$ cat src/rtl/dma_apb_engine.sv
// Single-channel byte-granular DMA engine: APB register slave plus two word-wide SRAM masters.
// Optional compare pass (MODE=2) and led result port are compiled in with DMA_VERIFY_EN.
module dma_apb_engine #(
  parameter int REG_ADDR_WIDTH = 32,
  parameter int REG_DATA_WIDTH = 32,
  parameter int MEM_ADDR_WIDTH = 10,
  parameter int MEM_DATA_WIDTH = 32,
  parameter int MEM_STRB_WIDTH = 4
) (
  input  logic                      CLK,
  input  logic                      RSTN,
  output logic                      INTR,
  input  logic                      PSEL,
  input  logic                      PENABLE,
  output logic                      PREADY,
  input  logic                      PWRITE,
  input  logic [REG_ADDR_WIDTH-1:0] PADDR,
  input  logic [REG_DATA_WIDTH-1:0] PWDATA,
  output logic [REG_DATA_WIDTH-1:0] PRDATA,
  output logic                      mem0_en,
  output logic [MEM_STRB_WIDTH-1:0] mem0_we,
  output logic [MEM_ADDR_WIDTH-1:0] mem0_addr,
  output logic [MEM_DATA_WIDTH-1:0] mem0_wdata,
  input  logic [MEM_DATA_WIDTH-1:0] mem0_rdata,
  output logic                      mem1_en,
  output logic [MEM_STRB_WIDTH-1:0] mem1_we,
  output logic [MEM_ADDR_WIDTH-1:0] mem1_addr,
  output logic [MEM_DATA_WIDTH-1:0] mem1_wdata,
  input  logic [MEM_DATA_WIDTH-1:0] mem1_rdata
`ifdef DMA_VERIFY_EN
  ,
  output logic [1:0]                led
`endif
);

  localparam int BA_W = MEM_ADDR_WIDTH + 2;

  typedef enum logic [3:0] {
    S_IDLE, S_RD, S_RDW, S_WR, S_DONE,
    S_VRS, S_VWS, S_VRD, S_VWD, S_VCMP, S_VEND
  } state_t;

  state_t state_q, state_d;

  logic [REG_DATA_WIDTH-1:0] src_q, dest_q, size_q, mode_q, int_q, int_d;
  logic [REG_DATA_WIDTH-1:0] rem_q, rd_val;
  logic [BA_W-1:0]           src_cnt_q, dst_cnt_q;
  logic                      src_sel_q, dst_sel_q, err_q;
  logic [7:0]                sbyte_p1;

  logic                      apb_wr, regions_ok;
  logic [2:0]                reg_idx;
  logic                      load_copy, load_verify, start_err;

  logic                      acc_en, acc_sel;
  logic [MEM_STRB_WIDTH-1:0] acc_we;
  logic [MEM_ADDR_WIDTH-1:0] acc_addr;
  logic [MEM_DATA_WIDTH-1:0] acc_wdata;

  logic                      unused_paddr;

`ifdef DMA_VERIFY_EN
  logic [7:0]                dbyte_p1;
  logic                      mis_q;
`endif

  function automatic logic region_valid(input logic [3:0] r);
    region_valid = (r == 4'd1) || (r == 4'd2);
  endfunction

  function automatic logic [7:0] lane_byte(input logic [MEM_DATA_WIDTH-1:0] w,
                                           input logic [1:0] lane);
    lane_byte = w[{lane, 3'b000} +: 8];
  endfunction

  assign apb_wr       = PSEL && PENABLE && PWRITE;
  assign reg_idx      = PADDR[4:2];
  assign regions_ok   = region_valid(src_q[23:20]) && region_valid(dest_q[23:20]);
  assign PREADY       = 1'b1;
  assign INTR         = int_q[0];
  assign unused_paddr = ^{PADDR[REG_ADDR_WIDTH-1:5], PADDR[1:0]};

  always_comb begin
    rd_val = '0;
    case (reg_idx)
      3'd0:    rd_val = src_q;
      3'd1:    rd_val = dest_q;
      3'd2:    rd_val = size_q;
      3'd3:    rd_val = mode_q;
      3'd4:    rd_val = int_q;
      default: rd_val = '0;
    endcase
    PRDATA = (PSEL && !PWRITE) ? rd_val : '0;
  end

  // Start is taken from the stored MODE value one cycle after the APB write.
  always_comb begin
    state_d     = state_q;
    load_copy   = 1'b0;
    load_verify = 1'b0;
    start_err   = 1'b0;
    case (state_q)
      S_IDLE: begin
        if (mode_q == REG_DATA_WIDTH'(1)) begin
          load_copy = 1'b1;
          if (!regions_ok) begin
            start_err = 1'b1;
            state_d   = S_DONE;
          end else if (size_q == '0) begin
            state_d = S_DONE;
          end else begin
            state_d = S_RD;
          end
        end
`ifdef DMA_VERIFY_EN
        else if (mode_q == REG_DATA_WIDTH'(2)) begin
          load_verify = 1'b1;
          state_d     = (!regions_ok || size_q == '0) ? S_VEND : S_VRS;
        end
`endif
      end
      S_RD:   state_d = S_RDW;
      S_RDW:  state_d = S_WR;
      S_WR:   state_d = (rem_q == REG_DATA_WIDTH'(1)) ? S_DONE : S_RD;
      S_DONE: state_d = S_IDLE;
`ifdef DMA_VERIFY_EN
      S_VRS:  state_d = S_VWS;
      S_VWS:  state_d = S_VRD;
      S_VRD:  state_d = S_VWD;
      S_VWD:  state_d = S_VCMP;
      S_VCMP: state_d = (rem_q == REG_DATA_WIDTH'(1)) ? S_VEND : S_VRS;
      S_VEND: state_d = S_IDLE;
`endif
      default: state_d = S_IDLE;
    endcase

    int_d = int_q;
    if (apb_wr && reg_idx == 3'd4) int_d = PWDATA;
    if (state_q == S_DONE) begin
      int_d[0] = 1'b1;
      if (err_q) int_d[1] = 1'b1;
    end
  end

  always_comb begin
    acc_en    = 1'b0;
    acc_sel   = 1'b0;
    acc_we    = '0;
    acc_addr  = '0;
    acc_wdata = '0;
    case (state_q)
      S_RD, S_VRS: begin
        acc_en   = 1'b1;
        acc_sel  = src_sel_q;
        acc_addr = src_cnt_q[BA_W-1:2];
      end
      S_VRD: begin
        acc_en   = 1'b1;
        acc_sel  = dst_sel_q;
        acc_addr = dst_cnt_q[BA_W-1:2];
      end
      S_WR: begin
        acc_en    = 1'b1;
        acc_sel   = dst_sel_q;
        acc_addr  = dst_cnt_q[BA_W-1:2];
        acc_we    = {{(MEM_STRB_WIDTH-1){1'b0}}, 1'b1} << dst_cnt_q[1:0];
        acc_wdata = {MEM_STRB_WIDTH{sbyte_p1}};
      end
      default: ;
    endcase

    mem0_en    = acc_en && !acc_sel;
    mem0_we    = mem0_en ? acc_we : '0;
    mem0_addr  = mem0_en ? acc_addr : '0;
    mem0_wdata = mem0_en ? acc_wdata : '0;
    mem1_en    = acc_en && acc_sel;
    mem1_we    = mem1_en ? acc_we : '0;
    mem1_addr  = mem1_en ? acc_addr : '0;
    mem1_wdata = mem1_en ? acc_wdata : '0;
  end

  always_ff @(posedge CLK or negedge RSTN) begin
    if (!RSTN) begin
      state_q   <= S_IDLE;
      src_q     <= '0;
      dest_q    <= '0;
      size_q    <= '0;
      mode_q    <= '0;
      int_q     <= '0;
      rem_q     <= '0;
      src_cnt_q <= '0;
      dst_cnt_q <= '0;
      src_sel_q <= 1'b0;
      dst_sel_q <= 1'b0;
      err_q     <= 1'b0;
`ifdef DMA_VERIFY_EN
      mis_q     <= 1'b0;
      led       <= 2'b00;
`endif
    end else begin
      state_q <= state_d;
      int_q   <= int_d;
      if (apb_wr) begin
        case (reg_idx)
          3'd0: src_q  <= PWDATA;
          3'd1: dest_q <= PWDATA;
          3'd2: size_q <= PWDATA;
          3'd3: if (state_q == S_IDLE) mode_q <= PWDATA;
          default: ;
        endcase
      end
      if (load_copy || load_verify) begin
        src_cnt_q <= src_q[BA_W-1:0];
        dst_cnt_q <= dest_q[BA_W-1:0];
        rem_q     <= size_q;
        src_sel_q <= (src_q[23:20] == 4'd2);
        dst_sel_q <= (dest_q[23:20] == 4'd2);
        err_q     <= start_err;
      end
      if (state_q == S_WR || state_q == S_VCMP) begin
        src_cnt_q <= src_cnt_q + BA_W'(1);
        dst_cnt_q <= dst_cnt_q + BA_W'(1);
        rem_q     <= rem_q - REG_DATA_WIDTH'(1);
      end
      if (state_q == S_DONE) mode_q <= '0;
`ifdef DMA_VERIFY_EN
      if (load_copy || load_verify) led <= 2'b00;
      if (load_verify) mis_q <= !regions_ok;
      if (state_q == S_VCMP && sbyte_p1 != dbyte_p1) mis_q <= 1'b1;
      if (state_q == S_VEND) begin
        mode_q <= '0;
        led    <= mis_q ? 2'b01 : 2'b10;
      end
`endif
    end
  end

  // Read-data capture stage: byte lane picked while the SRAM output is valid.
  always_ff @(posedge CLK) begin
    if (state_q == S_RDW || state_q == S_VWS)
      sbyte_p1 <= lane_byte(src_sel_q ? mem1_rdata : mem0_rdata, src_cnt_q[1:0]);
`ifdef DMA_VERIFY_EN
    if (state_q == S_VWD)
      dbyte_p1 <= lane_byte(dst_sel_q ? mem1_rdata : mem0_rdata, dst_cnt_q[1:0]);
`endif
  end

endmodule

$ cat config.mk
export PLATFORM = sky130hd
export DESIGN_NAME = dma_apb_engine
export DESIGN_NICKNAME = d
export VERILOG_FILES = /design/src/rtl/dma_apb_engine.sv
export SDC_FILE = /design/constraint.sdc
export NUM_CORES = 1
export LEC_CHECK = 0
export CORE_ASPECT_RATIO = 2
export CORE_MARGIN = 5
export CORE_UTILIZATION = 47
export CTS_BUF_LIST = sky130_fd_sc_hd__clkbuf_8
export CTS_CLUSTER_SIZE = 8
export DETAILED_ROUTE_END_ITERATION = 16
export PLACE_DENSITY = 0.73
export SLEW_MARGIN = 40
export SYNTH_ARGS = -nofsm -noshare
export SYNTH_HDL_FRONTEND = slang
export SYNTH_SLANG_ARGS = --single-unit
$ cat constraint.sdc
create_clock -name CLK -period 2.5 [get_ports CLK]
set_input_delay 0.375 -clock CLK [delete_from_list [all_inputs] [get_ports CLK]]
set_output_delay 0.375 -clock CLK [all_outputs]
set_load 0.02 [all_outputs]
After elaboration in Yosys (flattened, before gate mapping)
Cells that the tools add are included.
Cells by class
  add/sub/neg operators: 3
  $mul: 0
  div/mod/pow operators: 0
  order comparisons: 0
  equality and inequality tests: 19
  shifts and indexed selects: 2
  muxes and demuxes: 37
  bitwise gates (word level): 0
  reductions and logical operators: 28
Operator list (count)
  $mux 32: 11
  $pmux 32 s5: 1
  $eq 32x1->1 const B: 2
  $mux 12: 4
  $logic_not 32->1: 1
  $shiftx 32x6->8: 1
  $sub 32x1->32 const B: 1
  $add 12x1->12 const B: 2
  $mux 10: 2
  $pmux 10 s2: 1
  $eq 4x2->1 const B: 4
  $eq 4x3->1 const B: 4
  $mux 4: 4
  $pmux 4 s4: 1
  $eq 4x1->1 const B: 3
  $reduce_bool 2->1: 5
  $mux 3: 3
  $logic_and 1x1->1: 7
  $mux 1: 7
  $eq 3x2->1 const B: 2
  $reduce_and 2->1: 3
  $eq 4x4->1 const B: 1
  $logic_not 4->1: 1
  $logic_or 1x1->1: 4
  other kinds (11): 14
Word-level totals
  bits in registers: 231
  bits in latches: 0
  RAM bits: 0
  ROM bits: 0
  bits of input ports: 133
  word-level logic and storage cells: 104
  memories: 0

Logic depth before layout (Yosys ltp)
  depth in word-level cells: 6
  depth in mapped cells: 8
  mapped depth without buffers: 7

Worst setup path after synthesis
OpenSTA, ideal clock, no wires.
  path kind: register to output
  from: register src_sel_q
  to: output port mem0_wdata[10]
  data arrival time: 2.058 ns
  data required time: 2.125 ns
  slack: 0.067 ns
  stages on the path, launching flop included: 8
  path through: dfrtp_1 -> clkbuf_1 -> mux2_2 -> nand2_1 -> and2_1 -> clkbuf_1 -> and3_1 -> buf_4
On the way
  word-level cells in the longest chain between the ends: 4
RTL lines
  from (decl): line 48  | logic src_sel_q, dst_sel_q, err_q;
  from (signal assigned): line 216  | src_sel_q <= (src_q[23:20] == 4'd2);
  $pmux 1 s2: line 151  | case (state_q)
  $logic_not 1->1: line 172  | mem0_en = acc_en && !acc_sel;
  $logic_and 1x1->1: line 172
  via mem0_en: line 20  | output logic mem0_en,
  $mux 32: line 175  | mem0_wdata = mem0_en ? acc_wdata : '0;
  to (decl): line 23  | output logic [MEM_DATA_WIDTH-1:0] mem0_wdata,
The timed path passes the listed nets, and every way through them passes these cells.

Final worst setup path
  from: register state_q[1]
  to: output port mem0_wdata[0]
On the way
  word-level cells in the longest chain between the ends: 6
  elaborated cells between the ends (all ways): 13
RTL lines
  from (decl): line 43  | state_t state_q, state_d;
  from (signal assigned): line 201  | state_q <= state_d;
  $eq 4x2->1 (tied with other cells): line 151
  $reduce_or 2->1 (no line)
  $pmux 1 s2: line 151
  $logic_not 1->1: line 172
  $logic_and 1x1->1: line 172
  $mux 32 (*): line 175
Every way passes the cells marked *; elsewhere a longest branch is shown, timed or not.

==> results.cfg <==
[floorplan]
core_area_mm2 = 0.0262
die_y_um = 239
die_width_um = 125
die_area_mm2 = 0.0298
rows = 84
ioPinCount = 261
floorplan.initialDensity_pct = 47.2

[timing]
setup_violations = 0
timing.clock.skew_ns = 0.0244
worst-slew-pin-transition_ns = 0.519
final_hold_viol_count = 0
timing.final.max_slew_violations = 0
timing.fmax_ghz = 0.413
layout_min_cycle_time_ns = 2.42
final_min_period_over_clock_period_pct = 96.9
rsz0062_at_grt = true
max-slew-margin-rel_pct = 65.1

[yosys]
synthesis.area_per_instance_um2 = 10.9
synth-seq-area-share_pct = 46.9
fraction_of_synthesized_cell_area_taken_by_the_top_area_cell_type_pct = 44.9
post_synth_inst_count = 1131
synth_area_leader_cell = sky130_fd_sc_hd__dfrtp_1
largest_cells_by_area_after_synthesis = sky130_fd_sc_hd__dfrtp_1, sky130_fd_sc_hd__mux2_2, sky130_fd_sc_hd__a22oi_1
postSynthNetCount = 1271
yosys_warnings = 0
synthFlopType = sky130_fd_sc_hd__dfrtp_1
synth.lib_cells_used.distinct = 64
yosys.cell_count.top_type = sky130_fd_sc_hd__dfrtp_1
synth_enable_flop_cells = 8
synth-seq-cells = 230
async_flop_share_pct = 96.5
synthesis.area_mm2 = 0.0124
ys_top_cells_by_count = sky130_fd_sc_hd__dfrtp_1, sky130_fd_sc_hd__mux2_2, sky130_fd_sc_hd__nand2_1

[clocking]
root_cell_of_the_clock_tree = sky130_fd_sc_hd__clkbuf_8
buffer_levels_on_the_longest_clock_path = 3
cts_htree_levels = 2
number_of_sinks_driven_by_the_clock_tree = 230
tritoncts = built
clk_latency_ns = 0.53
cts_clk_pin_slew_worst_paths_ns = 0.06
clock_buffer_count_from_cts = 36

[cells_and_area]
n_fill_cell = 2208
layout.area.seq_mm2 = 0.00580
final_net_count = 1488
areaGrowthSynthToFinish_pct = 25.8
post_route_cells_drive_above_1_share_pct = 31.7
postLayoutCellArea_mm2 = 0.0155
multi_input_gate_area_in_the_final_layout_mm2 = 0.00593
layout.cells.non_filler = 1708

[route]
ant_nets = 0
vias = 10300
routed_wl_mm = 36.8
firstDrtPassIters = 5
detail_route.vias_per_cell = 6.03
dr.first_iter.drc_count = 696
wire_per_inst_um = 21.5
drc = 0

[global_routing]
grt_antenna_before_repair = 1
grt_start_max_net_pins = 60
grt_usage_pct = 24.4
grt_pass1_vias = 10700
grt-ovfl-total = 0
grt_first_pass_wirelength_mm = 59.3

[setup_path]
worst_ep_required_time_ns = 2.12
crit_path_cell_trace = mux2_2 > nand2_1 > and2_1 > buf_4 > and3_4 > buf_4 > buf_4
crit_family = simple AND/OR/NAND/NOR gates
cp.arrival_ns = 2.05
cp_common_cell = sky130_fd_sc_hd__buf_4
delay_contributed_by_the_slowest_stage_of_the_critical_path_ns = 0.37
critical_path.endpoint_type = primary output
critPathBufInv = 3
criticalPathCategory = register to primary output
start_kind = register
crit_path_top_delay_cell = sky130_fd_sc_hd__dfrtp_1
crit_fanout = 5

[power]
power_frac_seq_pct = 43.4
share_clk_of_total_power_pct = 23.7
internal_power_contribution_mw = 8.09
power_leakage_nw = 7.10
power.share.combinational_pct = 32.8
power-per-cell-area_mw_per_mm2 = 798
switching_share_pct = 34.8
power.net_switching_mw = 4.32
peakVddDrop_mv = 0.455

[job]
max_cap_violations = 0

[placement]
gp_congestion = 0.931
cell_count_after_placement = 1650
detailedPlacementHpwl_mm = 26.9
instance_area_after_placement_mm2 = 0.0152
buffer_ports.inserted = 230

[min_path]
hp-class = input pin to async pin

[status]
outcome = finished, final reports clean
logic make-up after synthesis:
group | Yosys count | share of synthesized area [%]
adders and majority gates | 7 | 0.709
buffers and inverters | 143 | 5.92
other | 1 | 0.0303
DFF | 230 | 46.9
xor gates and xnor gates | 8 | 0.567
and+or+nand+nor | 318 | 13.7
AOI/OAI and AO/OA | 238 | 13.7
muxes | 186 | 18.5
metal layers:
metal	vias to the layer above	global-route usage (%)	share of wire, %
li1	4625	-	-
met1	5203	28.1	38
met2	409	45.5	54
met3	67	3.91	5.6
met4	0	8.51	2.9
met5	-	0	0
per-stage QoR:
step | worst slack [ns] | power, mW | setup TNS (ns) | utilization (%) | hold WS [ns]
6_report | 0.0773 | 12.4 | 0 | 59.4 | 0.372
5_1_grt | -0.0268 | 13.1 | -0.0445 | 59.4 | 0.428
4_1_cts | -0.212 | 12.5 | -0.396 | 59.5 | 0.391
3_5_place_dp | -0.429 | 9.62 | -9.70 | 58.2 | 0.381
3_3_place_gp | -0.382 | 9.47 | -8.52 | 58.2 | 0.376
2_1_floorplan | 0.0674 | 7.90 | 0 | - | 0.0794
worst register-to-register path: stages, from the launching register on:
cell	delay, ns
sky130_fd_sc_hd__dfrtp_1	0.44
sky130_fd_sc_hd__or4_1	0.67
sky130_fd_sc_hd__nor4_4	0.42
sky130_fd_sc_hd__nand2_1	0.26
sky130_fd_sc_hd__o311ai_1	0.31
sky130_fd_sc_hd__o211ai_1	0.13
state kept, by name, indices dropped and copies added (netlist names):
register and count:
dest_q 32, int_q 32, mode_q 32, rem_q 32, size_q 32, src_q 32
dst_cnt_q 12, src_cnt_q 12, sbyte_p1 8, state_q 3, dst_sel_q 1, err_q 1
src_sel_q 1
cell type report:
cell class	instances	area share, %
flip-flops and latches	230	37.3
inverters	10	0.241
clock inverters	14	0.555
repair buffers	312	17.6
well taps	344	2.77
clock buffers	39	3.45
diodes	1	0.0161
multi-input cells	758	38.1
worst paths after layout:
check,end,from,cells after the start,slack [ns]
max,mem0_wdata[0],state_q[1],7,0.08
min,dest_q[7],RSTN,2,0.37
max reg2reg,rem_q[29],rem_q[12],5,0.15
min reg2reg,dst_sel_q,dst_sel_q,2,0.49
max in group asynchronous,rem_q[27],RSTN,3,1.41
min in group CLK,dst_sel_q,dst_sel_q,2,0.49
power groups by stage:
stage / clock network (mW) / logic (mW) / registers, mW
CTS: 3.01 / 4.09 / 5.37
floorplan: 0 / 2.75 / 5.15
global placement: 0 / 4.10 / 5.38
finish: 2.95 / 4.07 / 5.39
global route: 3.16 / 4.45 / 5.50
detailed placement: 0 / 4.19 / 5.43
placed cells by master, fill, tap and decap left out, types with 7 or more instances in the layout:
cell type                         Yosys  layout
sky130_fd_sc_hd__nor3_1              17      17
sky130_fd_sc_hd__o22ai_1             32      32
sky130_fd_sc_hd__ha_1                 7       7
sky130_fd_sc_hd__o21ai_0             27      27
sky130_fd_sc_hd__nand4_1              9       9
sky130_fd_sc_hd__edfxtp_1             8       8
sky130_fd_sc_hd__nor2_1              41      40
sky130_fd_sc_hd__buf_2                9      68
sky130_fd_sc_hd__dlygate4sd2_1        0      31
sky130_fd_sc_hd__buf_12               0      18
sky130_fd_sc_hd__mux4_2              17      17
sky130_fd_sc_hd__and2_1              34      34
sky130_fd_sc_hd__and3_4               0       7
sky130_fd_sc_hd__a22o_1              33      33
sky130_fd_sc_hd__clkbuf_8             0      40
sky130_fd_sc_hd__dfrtp_1            222     222
sky130_fd_sc_hd__or4_1                8       8
sky130_fd_sc_hd__mux2_2             167     167
sky130_fd_sc_hd__a21oi_1             18      18
sky130_fd_sc_hd__nand3_1             30      30
sky130_fd_sc_hd__nor4_1              24      23
sky130_fd_sc_hd__inv_1                9      20
sky130_fd_sc_hd__and3_1              29      20
sky130_fd_sc_hd__clkdlybuf4s50_1      0     100
sky130_fd_sc_hd__o21ai_1              9       8
sky130_fd_sc_hd__nand2_1             90      90
sky130_fd_sc_hd__buf_4               49      72
sky130_fd_sc_hd__clkbuf_2             0       7
sky130_fd_sc_hd__o211ai_1            20      20
sky130_fd_sc_hd__a22oi_1             67      67
what timing repair did:
| action | CTS | global route |
|---|---|---|
| pin swaps | 0 | 1 |
| endpoints found under the hold margin | 54 | 0 |
| endpoints found under the setup margin | 125 | 79 |
| hold buffers | 1 | 0 |
| resized for setup | 368 | 45 |
| setup buffers | 1 | 2 |
(Power assumes the default switching activity.)
